### src/rtl/regfile_sb.sv
// Register file with an issue scoreboard.
// Two combinational read ports and one write port. A pending bit per register
// tracks outstanding results. All state updates on the falling edge of clk_n.
module regfile_sb #(
    parameter int DATA_W  = 16,
    parameter int ADDR_W  = 3,
    parameter bit ZERO_R0 = 1'b0,
    parameter bit BYPASS  = 1'b1
) (
    input  logic              clk_n,
    input  logic              rst_n,
    input  logic              WE,
    input  logic [ADDR_W-1:0] Waddr,
    input  logic [DATA_W-1:0] Wdata,
    input  logic [ADDR_W-1:0] Aaddr,
    input  logic [ADDR_W-1:0] Baddr,
    output logic [DATA_W-1:0] Adata,
    output logic [DATA_W-1:0] Bdata,
    input  logic              ISS,
    input  logic [ADDR_W-1:0] ISSaddr,
    output logic              Aready,
    output logic              Bready,
    output logic [ADDR_W:0]   Pcnt,
    output logic              Full
);

    localparam int DEPTH = 2 ** ADDR_W;
    // With a hardwired r0 only DEPTH-1 registers can ever be pending.
    localparam logic [ADDR_W:0] FULL_CNT = (ADDR_W + 1)'(ZERO_R0 ? DEPTH - 1 : DEPTH);

    logic [DATA_W-1:0] regs_q [DEPTH];
    logic [DEPTH-1:0]  pend_q, pend_d;
    logic [ADDR_W:0]   pcnt_q, pcnt_d;
    logic              we_ok, iss_ok, we_clears;

    // Qualify write/issue: r0 is untouchable when hardwired, and a full
    // scoreboard only accepts an issue when the same edge frees a slot.
    always_comb begin
        we_ok     = WE && !(ZERO_R0 && (Waddr == '0));
        we_clears = we_ok && pend_q[Waddr];
        iss_ok    = ISS && !(ZERO_R0 && (ISSaddr == '0)) && (!Full || we_clears);
    end

    // Next pending set (issue applied after clear so issue wins) and its population.
    always_comb begin
        pend_d = pend_q;
        if (we_ok) begin
            pend_d[Waddr] = 1'b0;
        end
        if (iss_ok) begin
            pend_d[ISSaddr] = 1'b1;
        end
        pcnt_d = '0;
        for (int i = 0; i < DEPTH; i++) begin
            pcnt_d = pcnt_d + {{ADDR_W{1'b0}}, pend_d[i]};
        end
    end

    // Register array, scoreboard and count update on the falling clock edge.
    always_ff @(negedge clk_n or negedge rst_n) begin
        if (!rst_n) begin
            for (int i = 0; i < DEPTH; i++) begin
                regs_q[i] <= '0;
            end
            pend_q <= '0;
            pcnt_q <= '0;
        end else begin
            if (we_ok) begin
                regs_q[Waddr] <= Wdata;
            end
            pend_q <= pend_d;
            pcnt_q <= pcnt_d;
        end
    end

    // Read port A: hardwired r0, then bypass, then array; forced to 0 in reset.
    always_comb begin
        Adata = regs_q[Aaddr];
        if (BYPASS && we_ok && (Waddr == Aaddr)) begin
            Adata = Wdata;
        end
        if ((ZERO_R0 && (Aaddr == '0)) || !rst_n) begin
            Adata = '0;
        end
    end

    // Read port B: same selection as port A.
    always_comb begin
        Bdata = regs_q[Baddr];
        if (BYPASS && we_ok && (Waddr == Baddr)) begin
            Bdata = Wdata;
        end
        if ((ZERO_R0 && (Baddr == '0)) || !rst_n) begin
            Bdata = '0;
        end
    end

    // Readiness: not pending, or satisfied by a bypassed write that is not re-issued.
    always_comb begin
        Aready = !pend_q[Aaddr] ||
                 (BYPASS && we_ok && (Waddr == Aaddr) && !(ISS && (ISSaddr == Aaddr)));
        Bready = !pend_q[Baddr] ||
                 (BYPASS && we_ok && (Waddr == Baddr) && !(ISS && (ISSaddr == Baddr)));
        if (!rst_n) begin
            Aready = 1'b1;
            Bready = 1'b1;
        end
    end

    assign Pcnt = pcnt_q;
    assign Full = (pcnt_q == FULL_CNT);

endmodule

### config.mk
export PLATFORM = sky130hd
export DESIGN_NAME = regfile_sb
export DESIGN_NICKNAME = d
export VERILOG_FILES = /design/src/rtl/regfile_sb.sv
export SDC_FILE = /design/constraint.sdc
export NUM_CORES = 1
export LEC_CHECK = 0
export ABC_AREA = 1
export CORE_AREA = 2 2 170 172
export CTS_CLUSTER_SIZE = 8
export DETAILED_ROUTE_END_ITERATION = 10
export DIE_AREA = 0 0 172 174
export PLACE_DENSITY = 0.5
export SYNTH_ARGS = -nofsm -noshare
export SYNTH_HDL_FRONTEND = slang
export SYNTH_SLANG_ARGS = --single-unit
### constraint.sdc
create_clock -name clk_n -period 8.76 [get_ports clk_n]
set_clock_uncertainty 0.2 [all_clocks]
set_input_delay 1.314 -clock clk_n [delete_from_list [all_inputs] [get_ports clk_n]]
set_output_delay 1.314 -clock clk_n [all_outputs]
set_load 0.02 [all_outputs]
## Word-level counts from Yosys, hierarchy flattened

Cells that the tools add are included.

| operators by class | value |
|---|---|
| $add $sub $neg | 7 |
| $mul | 0 |
| div/mod/pow operators | 0 |
| magnitude comparators | 10 |
| equal/unequal tests | 5 |
| shifts and indexed selects | 0 |
| mux-type cells | 27 |
| bitwise gates (word level) | 6 |
| reduce and logical (&&, ||, !) cells | 19 |

Operator list:

| cell | count |
|---|---|
| 16-bit two-way mux | 9 |
| 128-bit bitwise mux | 1 |
| 16-bit binary-select mux with 3-bit select | 2 |
| 16-bit demux with 3-bit select | 1 |
| 4-bit by 1-bit adder with 4-bit output | 4 |
| 3-bit by 4-bit less-than comparator with 1-bit output, second input constant | 4 |
| 8-bit two-way mux | 2 |
| 3-bit equality test | 4 |
| 4-bit greater-or-equal comparator, second input constant | 3 |
| 3-bit inverter with 4-bit output | 3 |
| 1-bit logical AND | 11 |
| 1-bit binary-select mux with 3-bit select | 3 |
| 8-bit bitwise AND | 1 |
| 8-bit inverter | 1 |
| 8-bit bitwise OR | 1 |
| 1-bit two-way mux | 7 |
| 1-bit demux with 3-bit select | 2 |
| 3-bit by 1-bit greater-or-equal comparator with 1-bit output, second input constant | 2 |
| 1-bit zero test | 5 |
| 3-bit by 1-bit adder with 4-bit output | 1 |
| 4-bit equality test, second input constant | 1 |
| 4-bit by 1-bit less-than comparator with 1-bit output, second input constant | 1 |
| 2-bit by 1-bit adder with 3-bit output | 1 |
| 1-bit logical OR | 3 |
| 1-bit by 1-bit adder with 2-bit output | 1 |

| word-level totals | value |
|---|---|
| bits in registers | 140 |
| latch bits | 0 |
| memory bits (writable) | 0 |
| bits in read-only memories | 0 |
| input port bits | 32 |
| output and inout port bits | 39 |
| word-level logic and storage cells | 84 |
| memories | 0 |

## Longest topological paths before layout

Gate-level depths: netlist of the first run.

| logic depth | value |
|---|---|
| depth after elaboration | 16 |
| mapped depth | 18 |
| depth with buffers taken out | 17 |

==> summary.md, run 1 <==
| Metric | Value |
|---|---|
| Status | `finished, final reports clean` |
| Fill count | `3038` |
| # hold bufs at CTS | `0` |
| GRT overflow | `0` |
| Max-cap violations | `0` |
| GPL Wtd Cong | `0.781` |
| Area occupied by multi-input gates | `0.00419 mm²` |
| Global-route wire length before repair | `46400 µm` |
| Number of nets with antenna violations after routing | `0` |
| Leakage power total | `4.59 nW` |
| Max Root-Sink Buffers | `2` |
| Sequential area share after synthesis | `0.420` |
| Root Buffer | `clkbuf_16` |
| PwrDens | `213 mW/mm²` |
| Initial DRC count | `816` |
| Actual transition at the worst max-transition pin | `1.12 ns` |
| Initial antenna violation count | `0` |
| Worst skew pair latency | `0.40 ns` |
| Syn nets | `1229` |
| Clk slew on worst S/H paths | `0.05 ns` |
| Synthesized-area fraction occupied by xor and xnor cells | `0.00315` |
| Via-per-instance ratio | `5.03` |
| Worst R2R Path Depth | `17` |
| Hold Path Class | `reg2reg` |
| Worst Hold Slack | `0.230 ns` |
| Clock Sink Count | `140` |
| Netlist cell types | `29` |
| Die Y | `174 µm` |
| Fin. max-slew vios | `0` |
| Initial core utilization | `0.295` |
| Crit Path Class | `in2reg` |
| IO Count | `71` |
| Unrepaired setup endpoints after global routing | `true` |
| Post-synth EDFFs | `0` |
| Die extent in x | `172 µm` |
| Wire per inst | `18.1 µm` |
| WL final | `29600 µm` |
| IO buf count | `70` |
| Final-report hold violation count | `0` |
| Top_reg_cell synth | `dfrtn_1` |
| Element type at the critical path start | `primary input` |
| Largest net degree at the start of global routing | `97` |
| Number of H-tree levels | `4` |
| Synthesis-to-layout area growth | `22.1%` |
| Die Area | `0.0299 mm²` |
| Final nets | `1280` |
| Crit. End Element | `register` |
| Worst slew margin | `0.251` |
| CTS tree | `built` |
| Most common cell after layout, fill and taps aside | `nand2_1` |
| Register area | `0.00350 mm²` |
| Syn Inst Count | `1190` |
| Crit path required time | `4.44 ns` |
| Post-DP HPWL | `16600 µm` |
| Via count | `8241` |
| Util after Layout | `0.360` |
| Combinational family with the most area after synthesis | `compound AO/OA/AOI/OAI gates` |
| Hold Crit Depth | `2` |
| Syn. warnings | `0` |
| Seq cells post-synth | `140` |
| Avg Cell Area, Syn | `7.01 µm²` |
| CTS buffer count | `17` |
| Synthesized area | `0.00834 mm²` |
| Drt first pass iters | `5` |
| Share of layout cells above drive strength 1 | `0.118` |
| Most frequent cells in the layout | `298 x nand2_1, 191 x o21ai_0, 170 x a21oi_1` |
| Worst EP arrival | `4.42 ns` |
| Ant diodes | `0` |
| Synth async-reset ratio | `1.00` |
| IR drop worst, VDD | `0.000146 V` |
| Core Box Area | `0.0282 mm²` |
| Mux share of post-synthesis cell area | `0` |
| Residual DRC | `0` |
| Final setup violation count | `0` |
| Site Rows | `62` |
| Worst-path maximum fanout | `7` |
| Gr usage total | `0.203` |
| Total chip power | `0.00217 W` |
| Synth Area in Simple Gates | `0.231` |
| Post-synthesis compound-gate area fraction | `0.240` |
| Area share of fa/ha/maj cells after synthesis | `0.0141` |
| Vias in the first global route | `7932` |
-- critical path, stage by stage --
cell     delay (ns)
buf_8          0.12
inv_8          0.06
nand2_1        0.07
nand3_2        0.07
nand2_2        0.06
o21ai_2        0.18
nand2_2        0.12
nand2_1        0.11
nand2_1        0.06
nand2_2        0.06
fa_1           0.43
fa_1           0.51
fa_1           0.41
inv_1          0.07
ha_2           0.19
inv_2          0.04
fa_2           0.51
inv_1          0.04
-- final cells by class --
type | instances | share of cell area
clock buffers | 18 | 0.0422
clock inverters | 14 | 0.0128
inverters | 83 | 0.0321
multi-input cells | 878 | 0.412
flip-flops and latches | 140 | 0.344
well taps | 384 | 0.0472
repair buffers | 121 | 0.110
-- worst paths after layout --
| path | from | end | slack [ns] |
|---|---|---|---|
| min | regs_q[20] | regs_q[20] | 0.23 |
| max reg2reg | pend_q[0] | Pcnt[1] | 4.93 |
| max in group asynchronous | rst_n | regs_q[25] | 2.59 |
| min in group asynchronous | rst_n | regs_q[16] | 5.00 |
| max | Waddr[0] | Pcnt[1] | 0.02 |
| min reg2reg | regs_q[20] | regs_q[20] | 0.23 |
-- where the power goes --
| group | internal, W | switching, W | total (W) |
|---|---|---|---|
| clock | 0.000374 | 0.000327 | 0.000701 |
| combinational | 0.000242 | 0.000344 | 0.000586 |
| sequential | 0.000790 | 0.0000942 | 0.000885 |
| total | 0.00141 | 0.000765 | 0.00217 |
-- registers in the layout, summed over array words and instances (netlist names) --
name,flops
Pcnt,4
pend_q,8
regs_q,128
-- metrics by stage --
stage | setup TNS (ns) | setup slack, ns | instance area, µm² | cells
floorplan | -0.379 | -0.190 | 8370 | 1190
global placement | -2.73 | -0.859 | 9460 | 1603
detailed placement | -2.87 | -0.902 | 9460 | 1603
CTS | -0.194 | -0.101 | 10100 | 1637
global route | -0.0844 | -0.0737 | 10200 | 1638
finish | 0 | 0.0247 | 10200 | 1638
-- cell families (layout without fill, tap and decap cells) --
kind of cell | after synthesis | count (layout)
simple gates | 474 | 474
compound gates | 394 | 394
buf+inv | 172 | 236
flops | 140 | 140
fa+ha+maj | 7 | 7
xor+xnor | 3 | 3
-- cells in the mapped netlist, types with 3 or more instances --
cell      number  area, µm²
nand2_1      308       1160
o21ai_0      191        956
a21oi_1      171        856
dfrtn_1      140       3500
nand3_1       86        430
inv_1         67        251
nor2_1        60        225
buf_2         40        200
clkbuf_1      34        128
o21ai_1       20        100
inv_2         15       56.3
nand2_2        9       56.3
buf_4          8       60.1
nor3_1         8       40.0
a22oi_1        5       37.5
buf_6          5       56.3
fa_1           4       80.1
a31oi_1        3       18.8
ha_1           3       37.5
-- what timing repair did --
item                                    4_1_cts  5_1_grt
gates resized for setup                      40       26
endpoints found under the hold margin         0        0
pin swaps                                    15       15
setup buffers                                 2        2
endpoints found under the setup margin        4        2
-- routing by layer --
| metal | vias to the layer above | track usage | wire length (µm) |
|---|---|---|---|
| met2 | 263 | 0.322 | 13500 |
| li1 | 4049 | - | - |
| met3 | 29 | 0.0326 | 1550 |
| met5 | - | 0 | 0 |
| met4 | 0 | 0.0508 | 383 |
| met1 | 3900 | 0.288 | 14100 |
(Power assumes the default switching activity.)
==> run 2, diff against run 1 <==
Clock period 8.76 ns to 9 ns, I/O delays scaled along.
==> run 2 against run 1 <==
Against the previous run:
- routed wire length fell by 0.11%
- final cell count rose by 0.61%
- flip-flop and latch count did not move
- combinational power fell by 2%
- worst setup slack improved by 0.082 ns
- via count rose by 1.4%
- first-iteration DRC count fell by 9.1%
- non-clock buffer count rose by 10
- cell area rose by 0.57%
==> summary.md, run 2 (synthesis gave the netlist of run 1 again) <==
| Metric | Value |
|---|---|
| Status | `finished, final reports clean` |
| Crit. End Element | `register` |
| Initial DRC count | `742` |
| Worst R2R Path Depth | `17` |
| Register-to-register setup slack | `5.13 ns` |
| Wire per inst | `17.9 µm` |
| Via count | `8356` |
| Share of layout cells above drive strength 1 | `0.123` |
| Initial core utilization | `0.295` |
| Drt first pass iters | `7` |
| Max-cap violations | `0` |
| Top reg by flops | `regs_q` |
| # hold bufs at CTS | `0` |
| Crit path required time | `4.55 ns` |
| Element type at the critical path start | `primary input` |
| Actual transition at the worst max-transition pin | `1.13 ns` |
| Ant diodes | `0` |
| Reg-to-reg startpoint | `pend_q[0]` |
| Number of nets with antenna violations after routing | `0` |
| IR drop worst, VDD | `0.000131 V` |
| Worst slew margin | `0.243` |
| Number of standard cells in the final layout excluding fillers | `1648` |
| CTS buffer count | `17` |
| Post-Place Worst Slack | `-0.850 ns` |
| Max reg flops | `128` |
| Site Rows | `62` |
| Max Root-Sink Buffers | `2` |
| IO buf count | `70` |
| Core Box Area | `0.0282 mm²` |
| GPL Wtd Cong | `0.784` |
| Hold Path Origin | `regs_q[18]` |
| Hold Crit Depth | `2` |
| Vias in the first global route | `7821` |
| GRT overflow | `0` |
| PwrDens | `206 mW/mm²` |
| Final setup violation count | `0` |
| Via-per-instance ratio | `5.07` |
| Post-route setup slack | `0.107 ns` |
| Reg2reg end | `Pcnt[1]` |
| Worst EP arrival | `4.45 ns` |
| Most frequent cells in the layout | `299 x nand2_1, 190 x o21ai_0, 170 x a21oi_1` |
| Die Area | `0.0299 mm²` |
| Hold Path Class | `reg2reg` |
| CTS tree | `built` |
| Leakage power total | `4.62 nW` |
| Die Y | `174 µm` |
| Gr usage total | `0.203` |
| Worst skew pair latency | `0.40 ns` |
| Final nets | `1290` |
| Post-DP HPWL | `16500 µm` |
| Final-report hold violation count | `0` |
| Root Buffer | `clkbuf_16` |
| Util after Layout | `0.363` |
| Worst-path maximum fanout | `6` |
| Largest net degree at the start of global routing | `103` |
| Residual DRC | `0` |
| Total chip power | `0.00211 W` |
| Crit Path Class | `in2reg` |
| Global-route wire length before repair | `46200 µm` |
| Most common cell after layout, fill and taps aside | `nand2_1` |
| Hold Path Sink | `regs_q[18]` |
| WL final | `29500 µm` |
| IO Count | `71` |
| Number of H-tree levels | `4` |
| Clock Sink Count | `140` |
| Fin. max-slew vios | `0` |
| Synthesis-to-layout area growth | `22.8%` |
| Initial antenna violation count | `0` |
| Die extent in x | `172 µm` |
| Clk slew on worst S/H paths | `0.05 ns` |
| Placed cell count | `1601` |
run 2: report_power, final:
part	internal (W)	total, W	switching (W)
logic	0.000237	0.000572	0.000335
registers	0.000769	0.000859	0.0000902
clock network	0.000363	0.000676	0.000313
total	0.00137	0.00211	0.000738
run 2: routing by layer:
metal  part of all wire  global-route usage  up-vias
li1                   -                   -     4074
met1               0.46               0.290     3956
met2               0.46               0.319      298
met3              0.061              0.0264       28
met4              0.016              0.0613        0
met5                  0                   0        -
run 2: stage by stage:
step / hold WS, ns / area (µm²) / setup TNS [ns]
after floorplan: 0.214 / 8370 / -0.211
after global placement: 0.228 / 9440 / -2.44
after detailed placement: 0.234 / 9440 / -2.66
after CTS: 0.236 / 10100 / -0.0924
after global routing: 0.242 / 10200 / -0.00294
final: 0.234 / 10200 / 0
run 2: how the worst max path moves through the flow:
stage,startpoint,end,slack [ns]
floorplan,Waddr[0],Pcnt[2],-0.11
global placement,Waddr[2],Pcnt[2],-0.79
detailed placement,Waddr[1],Pcnt[2],-0.85
CTS,Waddr[0],Pcnt[1],-0.08
global route,Waddr[0],Pcnt[1],-0.003
finish,Waddr[2],Pcnt[1],0.11
run 2: area by class of cell:
| type | instances | area (µm²) |
|---|---|---|
| tap | 384 | 480 |
| multi-input combinational | 878 | 4180 |
| timing repair buffer | 131 | 1190 |
| inverter | 83 | 329 |
| fill | 3077 | 18000 |
| clock inverter | 14 | 124 |
| clock buffer | 18 | 429 |
| sequential | 140 | 3500 |
run 2: worst max-delay path, cell delays in order:
cell     delay [ns]
buf_12         0.10
inv_4          0.04
nor2_4         0.09
nand3_1        0.10
nand2_2        0.08
o21ai_2        0.08
nand2_2        0.14
nand3_2        0.09
nand2_2        0.09
inv_2          0.04
fa_1           0.55
fa_1           0.43
fa_1           0.43
inv_1          0.07
ha_2           0.18
inv_2          0.04
fa_2           0.51
inv_1          0.04
run 2: what timing repair did:
item                                    CTS  global route
resized for setup                        31            35
endpoints found under the setup margin    3             2
buffers inserted                         15             1
pin swaps                                14            16
==> run 3, diff against run 2 <==
Settings changed: CAP_MARGIN from default to 20.
==> results of run 3 <==
The final DEF is identical to that of run 2; final timing and power are the same.
==> RTL edit: new RTL, flow settings as in run 3 <==
`ZERO_R0`: 1'b0 -> 1'b1.
--- a/src/rtl/regfile_sb.sv
+++ b/src/rtl/regfile_sb.sv
@@ -4,7 +4,7 @@
 module regfile_sb #(
     parameter int DATA_W  = 16,
     parameter int ADDR_W  = 3,
-    parameter bit ZERO_R0 = 1'b0,
+    parameter bit ZERO_R0 = 1'b1,
     parameter bit BYPASS  = 1'b1
 ) (
     input  logic              clk_n,
Behaviour: not the same (a bounded check fails within 4 cycles, from zero or initial values and one cycle with rst_n low).
==> RTL edit against run 3 <==
- sequential share of layout area increased by 0.39 points
- wire length down 6.7%
- sequential cell count is the same
- area after synthesis increased by 2.0%
- cell area is 1.1% lower
- register-to-register slack better by 0.11 ns
- clock power grew 5.6%
- total power is 0.11% lower
- utilization decreased by 0.41 points
- global-route usage shrank 1.1 points
- non-clock buffer count is 13 lower
- setup slack lost 0.029 ns
- critical path type unchanged
==> RTL edit: results (changes against run 3) <==
<table>
<tr><th>Metric</th><th>Value</th></tr>
<tr><th colspan="2">Status</th></tr>
<tr><td>Status</td><td>finished, final reports clean</td></tr>
<tr><th colspan="2">Global route</th></tr>
<tr><td>Maximum number of pins on one net before global-route repair</td><td>81 (-21%)</td></tr>
<tr><td>Wire length of the first global-routing pass</td><td>44600 µm (-3.3%)</td></tr>
<tr><th colspan="2">Critical path</th></tr>
<tr><td>Max stage delay on crit path</td><td>0.53 ns (-0.02 ns)</td></tr>
<tr><th colspan="2">Placement</th></tr>
<tr><td>Post-detailed-placement cell area</td><td>9420 µm² (-0.15%)</td></tr>
<tr><td>Placer congestion estimate</td><td>0.824 (+5.1%)</td></tr>
<tr><td>Total half-perimeter wirelength after legalization and detailed placement</td><td>16200 µm (-2.0%)</td></tr>
<tr><th colspan="2">Logic synthesis</th></tr>
<tr><td>Count of different cell masters after synthesis</td><td>39 (+34%)</td></tr>
<tr><td>Commonest cells post-synth</td><td>sky130_fd_sc_hd__nand2_1 (284), sky130_fd_sc_hd__o21ai_0 (186), sky130_fd_sc_hd__dfrtn_1 (140), sky130_fd_sc_hd__a21oi_1 (120), sky130_fd_sc_hd__nand3_1 (97)</td></tr>
<tr><td>Proportion of synthesized chip area in sequential cells</td><td>41.2% (-0.82 points)</td></tr>
<tr><td>Post-synthesis share of cell area spent on full adders, half adders and majority gates</td><td>1.38% (-0.027 points)</td></tr>
<tr><td>Xor-xnor portion of the synthesized cell area</td><td>0.927% (+0.61 points)</td></tr>
<tr><td>Leading cell types by total area after synthesis</td><td>sky130_fd_sc_hd__dfrtn_1 (41%), sky130_fd_sc_hd__nand2_1 (13%), sky130_fd_sc_hd__o21ai_0 (11%)</td></tr>
<tr><th colspan="2">Finish</th></tr>
<tr><td>Filler cell count in the final layout</td><td>3035 (-1.4%)</td></tr>
<tr><td># nets final</td><td>1249 (-3.2%)</td></tr>
<tr><th colspan="2">Clock network</th></tr>
<tr><td>Buffer cell driving the clock tree root</td><td>sky130_fd_sc_hd__clkbuf_16</td></tr>
<tr><th colspan="2">Drt</th></tr>
<tr><td>Detailed Route WL</td><td>27600 µm (-6.7%)</td></tr>
<tr><td>Detailed-routing iteration count for the pre-antenna-repair pass</td><td>5 (-2)</td></tr>
<tr><td>Starting DRC count in detailed routing</td><td>719 (-3.1%)</td></tr>
<tr><td>Number of vias after detailed routing</td><td>7820 (-6.4%)</td></tr>
<tr><th colspan="2">Timing</th></tr>
<tr><td>Slew @ Worst Pin</td><td>0.943 ns (-0.191 ns)</td></tr>
<tr><th colspan="2">Power</th></tr>
<tr><td>Leak pwr</td><td>4.53 nW (-2.0%)</td></tr>
<tr><td>Net switching fraction of the power</td><td>33.2% (-1.9 points)</td></tr>
<tr><td>IR drop worst, VDD</td><td>136 µV (+3.8%)</td></tr>
<tr><th colspan="2">Worst hold path</th></tr>
<tr><td>Hold Path Stages</td><td>0 (-2)</td></tr>
</table>
RTL edit: changes by cell type in the layout (fill, tap and decap cells not counted), sizes merged, moves of 3 or more:
cell           run 3  this run
nor2              61        70
or2                0        13
xnor2              1         4
nand2            317       285
xor2               2         5
a22oi              5         0
clkinv             4         8
buf               67        54
nand3             86       108
a21oi            172       121
RTL edit: what timing repair did:
item                       CTS  global route
gates resized for setup     35            11
pin swaps                   12            12
setup endpoints to repair    3             2
hold buffers                 0             0
setup buffers                5             2
RTL edit: worst register-to-register path, delay by kind of cell, from the launching register on:
family / cells / cell delay, ns
compound gates: 1 / 0.16
fa+ha+maj: 5 / 2.05
buf+inv: 5 / 0.37
flops: 1 / 0.34
simple gates: 6 / 0.49
RTL edit: cell type report:
| cell class | instances | share of cell area (%) |
|---|---|---|
| well taps | 384 | 4.75 |
| flip-flops and latches | 140 | 34.6 |
| inverters | 89 | 3.39 |
| clock buffers | 18 | 4.34 |
| clock inverters | 14 | 1.59 |
| multi-input cells | 844 | 40.9 |
| repair buffers | 118 | 10.4 |
RTL edit: cells by family (layout without fill, tap and decap cells):
logic type	after synthesis	count (layout)
simple gates	485	485
compound gates	343	343
buf+inv	190	239
flops	140	140
xor+xnor	9	9
fa+ha+maj	7	7
RTL edit: path summary, 6_finish.rpt:
| path | endpoint | slack [ns] | from |
|---|---|---|---|
| max in group asynchronous | regs_q[126]$_DFFE_NN0P_ | 2.54 | rst_n |
| hold reg to reg | pend_q[0]$_DFF_NN0_ | 0.13 | pend_q[0]$_DFF_NN0_ |
| hold / removal | pend_q[0]$_DFF_NN0_ | 0.13 | pend_q[0]$_DFF_NN0_ |
| setup / recovery | Pcnt[1]$_DFF_NN0_ | 0.08 | Waddr[1] |
| setup reg to reg | Pcnt[1]$_DFF_NN0_ | 5.24 | pend_q[0]$_DFF_NN0_ |
| min in group asynchronous | regs_q[107]$_DFFE_NN0P_ | 5.18 | rst_n |
RTL edit: power groups by stage:
stage	logic, mW	registers, mW	clock network (mW)
2_1_floorplan	0.362	0.833	0
3_3_place_gp	0.536	0.842	0
3_5_place_dp	0.548	0.843	0
4_1_cts	0.561	0.834	0.731
5_1_grt	0.638	0.852	0.758
6_report	0.556	0.835	0.714
RTL edit: per-layer routing:
layer  vias to the layer above  GRT usage (%)  wire [µm]
met5                         -              0          0
met4                         0           6.16        451
met3                        31           2.25       1270
met2                       196           31.4      13000
met1                      3659           26.5      12800
li1                       3934              -          -
RTL edit: stage by stage:
step                util [%]  hold slack, ns  cells
floorplan                  -           0.190   1174
CTS                     35.7           0.128   1605
finish                  35.8           0.128   1607
global route            35.8           0.155   1607
global placement        33.4           0.127   1569
detailed placement      33.4           0.128   1569
